[config.mk]
export PLATFORM = sky130hd
export DESIGN_NAME = add_nnbit_serial_ctrl
export DESIGN_NICKNAME = d
export VERILOG_FILES = /design/src/rtl/add_nnbit_serial_ctrl.sv
export SDC_FILE = /design/constraint.sdc
export NUM_CORES = 1
export LEC_CHECK = 0
export BUFFER_PORTS_ARGS = -buffer_cell sky130_fd_sc_hd__buf_2
export CAP_MARGIN = 10
export CORE_ASPECT_RATIO = 0.9
export CORE_MARGIN = 4
export CORE_UTILIZATION = 54
export CTS_BUF_LIST = sky130_fd_sc_hd__clkbuf_2 sky130_fd_sc_hd__clkbuf_4 sky130_fd_sc_hd__clkbuf_8
export CTS_CLUSTER_DIAMETER = 120
export CTS_CLUSTER_SIZE = 28
export DETAILED_ROUTE_END_ITERATION = 6
export MAX_ROUTING_LAYER = met4
export PLACE_DENSITY_LB_ADDON = 0.08
export SYNTH_ARGS = -nofsm -noshare
export SYNTH_HDL_FRONTEND = slang
export SYNTH_SLANG_ARGS = --single-unit
[constraint.sdc]
create_clock -name i_clk -period 2.05 [get_ports i_clk]
set_input_delay 0.205 -clock i_clk [delete_from_list [all_inputs] [get_ports i_clk]]
set_output_delay 0.205 -clock i_clk [all_outputs]
set_load 0.03 [all_outputs]
[src/rtl/add_nnbit_serial_ctrl.sv]
// ---------------------------------------------------------------------------
// add_nnbit_serial_ctrl
//   Bit-serial adder: a single full-adder cell is reused LSB-first, one bit
//   per clock, to form {o_cry, o_res} = i_num_a + i_num_b + i_cry.
//   Operands arrive through a valid/ready handshake. The result is handed to
//   the consumer through a second valid/ready handshake. Each operation takes
//   DATA_WIDTH cycles in RUN, plus one IDLE cycle and one DONE cycle.
//
// Ports
//   i_clk    : clock, all state updates on the rising edge
//   i_rst    : synchronous active-high reset
//   i_vld    : operand request valid
//   o_rdy    : operands can be accepted (IDLE only)
//   i_num_a  : operand A, sampled only at accept
//   i_num_b  : operand B, sampled only at accept
//   i_cry    : carry-in, sampled only at accept
//   o_vld    : result valid (DONE only)
//   i_rdy    : consumer takes the result
//   o_res    : sum; shows the partial shift register while in RUN
//   o_cry    : carry-out; shows the running carry while in RUN
//   o_busy   : high in RUN and DONE
// ---------------------------------------------------------------------------
module add_nnbit_serial_ctrl #(
    parameter int DATA_WIDTH = 4
) (
    input  logic                  i_clk,
    input  logic                  i_rst,
    input  logic                  i_vld,
    output logic                  o_rdy,
    input  logic [DATA_WIDTH-1:0] i_num_a,
    input  logic [DATA_WIDTH-1:0] i_num_b,
    input  logic                  i_cry,
    output logic                  o_vld,
    input  logic                  i_rdy,
    output logic [DATA_WIDTH-1:0] o_res,
    output logic                  o_cry,
    output logic                  o_busy
);

    localparam int CNT_WIDTH = $clog2(DATA_WIDTH);
    localparam logic [CNT_WIDTH-1:0] CNT_LAST = CNT_WIDTH'(DATA_WIDTH - 1);

    typedef enum logic [1:0] {
        ST_IDLE = 2'd0,
        ST_RUN  = 2'd1,
        ST_DONE = 2'd2
    } state_t;

    state_t                state_q, state_d;
    logic [CNT_WIDTH-1:0]  cnt_q,   cnt_d;
    logic [DATA_WIDTH-1:0] a_q,     a_d;
    logic [DATA_WIDTH-1:0] b_q,     b_d;
    logic [DATA_WIDTH-1:0] res_q,   res_d;
    logic                  cry_q,   cry_d;

    // The shared full-adder cell always looks at the current LSBs and carry.
    logic sum_bit;
    logic cry_bit;

    assign sum_bit = a_q[0] ^ b_q[0] ^ cry_q;
    assign cry_bit = (a_q[0] & b_q[0]) | (a_q[0] & cry_q) | (b_q[0] & cry_q);

    // State register and datapath registers.
    always_ff @(posedge i_clk) begin
        if (i_rst) begin
            state_q <= ST_IDLE;
            cnt_q   <= '0;
            a_q     <= '0;
            b_q     <= '0;
            res_q   <= '0;
            cry_q   <= 1'b0;
        end else begin
            state_q <= state_d;
            cnt_q   <= cnt_d;
            a_q     <= a_d;
            b_q     <= b_d;
            res_q   <= res_d;
            cry_q   <= cry_d;
        end
    end

    // Next-state, datapath and handshake outputs.
    always_comb begin
        state_d = state_q;
        cnt_d   = cnt_q;
        a_d     = a_q;
        b_d     = b_q;
        res_d   = res_q;
        cry_d   = cry_q;
        o_rdy   = 1'b0;
        o_vld   = 1'b0;
        o_busy  = 1'b0;

        case (state_q)
            ST_IDLE: begin
                o_rdy = 1'b1;
                if (i_vld) begin
                    a_d     = i_num_a;
                    b_d     = i_num_b;
                    cry_d   = i_cry;
                    res_d   = '0;
                    cnt_d   = '0;
                    state_d = ST_RUN;
                end
            end

            ST_RUN: begin
                o_busy = 1'b1;
                a_d    = a_q >> 1;
                b_d    = b_q >> 1;
                // New sum bit enters at the MSB; after DATA_WIDTH shifts the
                // first (LSB) sum bit has walked down to bit 0.
                res_d  = {sum_bit, res_q[DATA_WIDTH-1:1]};
                cry_d  = cry_bit;
                if (cnt_q == CNT_LAST) begin
                    // Return the counter to 0 rather than incrementing, so it
                    // never exceeds DATA_WIDTH-1 for non-power-of-two widths.
                    cnt_d   = '0;
                    state_d = ST_DONE;
                end else begin
                    cnt_d = cnt_q + 1'b1;
                end
            end

            ST_DONE: begin
                o_busy = 1'b1;
                o_vld  = 1'b1;
                if (i_rdy) begin
                    state_d = ST_IDLE;
                end
            end

            default: begin
                state_d = ST_IDLE;
            end
        endcase
    end

    assign o_res = res_q;
    assign o_cry = cry_q;

endmodule

==> impl_metrics.json <==
{
  "drive_above_1_share_pct": 31.9,
  "ir_drop_uv": 611,
  "core_um2": 1510,
  "dp_hpwl_mm": 1.23,
  "antenna_found_initial": 0,
  "setup_viol": 0,
  "power_mw": 1.37,
  "netlist_instances": 93,
  "numCtsBuffers": 3,
  "min-delay-start": "i_num_b[3]",
  "worst_pin_slew_ns": 0.396,
  "fin_util_pct": 68.7,
  "synthArstFlopShare_pct": 0,
  "insertion_delay_ns": 0.28,
  "synth-warning-count": 0,
  "cts_max_level": 1,
  "avgSynthCellArea_um2": 9.75,
  "drc": 0,
  "report.final.slew_viol_count": 0,
  "vias_per_cell": 5.29,
  "ys_ff_latch": 17,
  "finalClockSkew_ns": 0.00162,
  "tns_ns": 0,
  "yosys_most_used_dff": "dfxtp_1",
  "yosysSeqAreaShare_pct": 37.5,
  "synth_area_um2": 907,
  "worstSetupPathType": "reg2reg",
  "hold_class": "in2reg",
  "gp_congestion": 0.690,
  "cp-start-kind": "flip-flop",
  "drt-pass1-iter-count": 3,
  "dieHeight_um": 46.9,
  "synth_edf_count": 0,
  "syn_to_final_growth_pct": 14.5,
  "hold_viol": 0,
  "gr-total-overflow": 0,
  "nNetsFinal": 133,
  "relSlewSlack_pct": 73.6,
  "cap_violations": 0,
  "clkSinkCount": 17,
  "fp.dieArea_um2": 2400,
  "grt_max_degree": 20,
  "power-per-cell-area_nw_per_um2": 1320,
  "clockBufferDepth": 2,
  "grtUsageTotal_pct": 16.5,
  "fin_crit_sh_pct": 82.9,
  "rows": 13,
  "root_buffer": "clkbuf_4",
  "worstPathArrival_ns": 1.87,
  "grt_pass1_vias": 669,
  "dieWidth_um": 51.2,
  "cts_resized": 0,
  "required_ns": 2.22,
  "final_antenna_net_count": 0,
  "start_util_pct": 60.0,
  "yosysUniqueCellTypes": 26,
  "dr.max_layer_used": "met4",
  "cts_tree": "done",
  "met3WireLength_um": 55,
  "period_minus_slack_ns": 1.70,
  "r2r-start": "state_q[1]$_SDFFE_PP0P_",
  "synthesis.nets": 112,
  "post_cts_buffers": 0,
  "n_antenna_cell": 0,
  "fmax_mhz": 589,
  "clkSlewWorstSetupHoldPaths_ns": 0.10,
  "routedWlPerCell_um": 12.2,
  "wl_met1_um": 789,
  "port_buffers": 20,
  "end_kind": "flip-flop",
  "via_count": 714,
  "met2_length_um": 782,
  "leakage_nw": 0.429,
  "startpoint": "state_q[1]$_SDFFE_PP0P_",
  "hold_buffers": 0,
  "path_max_fanout": 13,
  "rsz0062_at_grt": "no",
  "wl_mm": 1.65,
  "outcome": "complete, no violations",
  "pin_count": 21,
  "drt_iter0_drc": 6,
  "grt_pass1_wl_mm": 2.82
}
==> synthesized netlist by cell type (all sizes together), types with 2 or more instances <==
library cell  instances  area share [%]
nor2                 11             4.6
a311oi                2             1.9
a32oi                 4             3.9
buf                   4             3.4
nand2                 5             2.1
dfxtp                17              38
ha                    5             6.9
nand3b                2             1.7
nand2b                7             4.8
clkbuf                2            0.83
inv                   7             2.9
mux2i                 9              10
a211oi                6             8.3
a21oi                 4             2.2
==> path summary, 6_finish.rpt <==
path                               to  slack (ns)  cells after the start
setup / recovery  a_q[1]$_SDFFE_PP0P_        0.35                      5
hold / removal    b_q[3]$_SDFFE_PP0P_        0.17                      3
setup reg to reg  a_q[1]$_SDFFE_PP0P_        0.35                      5
hold reg to reg    o_cry$_SDFFE_PP0P_        0.47                      2
==> cells by family after synthesis <==
| family | share of synthesized area [%] |
|---|---|
| mux | 11.6 |
| fa+ha+maj | 9.10 |
| compound gates | 20.0 |
| flops | 37.5 |
| buf+inv | 7.17 |
| simple gates | 14.6 |
==> layout make-up <==
class | instances | area (um^2)
multi-input cells | 63 | 502
fillers | 124 | 474
flip-flops and latches | 17 | 340
repair buffers | 22 | 115
well taps | 22 | 27.5
inverters | 7 | 26.3
clock buffers | 3 | 22.5
clock inverters | 1 | 5.00
==> cell usage in the layout (no fill, tap or decap), types with 2 or more instances in the layout <==
cell      synthesis  layout
buf_2             1      20
dfxtp_1          17      17
nor2_1           11      11
mux2i_1           8       8
nand2b_1          7       7
inv_1             6       6
a211oi_2          6       6
nand2_1           5       5
ha_1              5       5
a21oi_1           4       4
a32oi_1           4       4
clkbuf_4          0       3
a311oi_1          2       2
nand3b_1          2       2
buf_4             2       2
==> metrics by stage <==
| step | cells | setup slack [ns] | hold WS [ns] | cell area (um^2) |
|---|---|---|---|---|
| after global placement | 131 | 0.413 | 0.459 | 1010 |
| final | 135 | 0.351 | 0.168 | 1040 |
| after CTS | 135 | 0.333 | 0.164 | 1040 |
| after detailed placement | 131 | 0.343 | 0.460 | 1010 |
| after global routing | 135 | 0.199 | 0.153 | 1040 |
| after floorplan | 93 | 0.290 | 0.365 | 907 |
==> sequential cells by signal, summed over array words and instances, names as in the netlist <==
name / cells
cnt_q: 2
o_res: 4
b_q: 4
o_cry: 1
a_q: 4
state_q: 2
==> worst max-delay path: stages (launching register included) <==
cell	delay, ns
dfxtp_1	0.34
inv_1	0.10
ha_1	0.41
mux2_2	0.52
nor2_1	0.16
a211oi_2	0.06
==> per-layer routing <==
layer	vias up	GRT usage, %
met4	0	6.45
met5	-	-
met3	5	3.81
met2	12	28.8
met1	330	18.7
li1	367	-
==> power breakdown <==
part | internal [mW] | leakage [nW] | total (mW) | switching, mW
registers | 0.427 | 0.140 | 0.490 | 0.0625
clock network | 0.0724 | 0.0177 | 0.178 | 0.105
logic | 0.282 | 0.271 | 0.704 | 0.422
No activity file was read; power rests on OpenSTA's default activity.
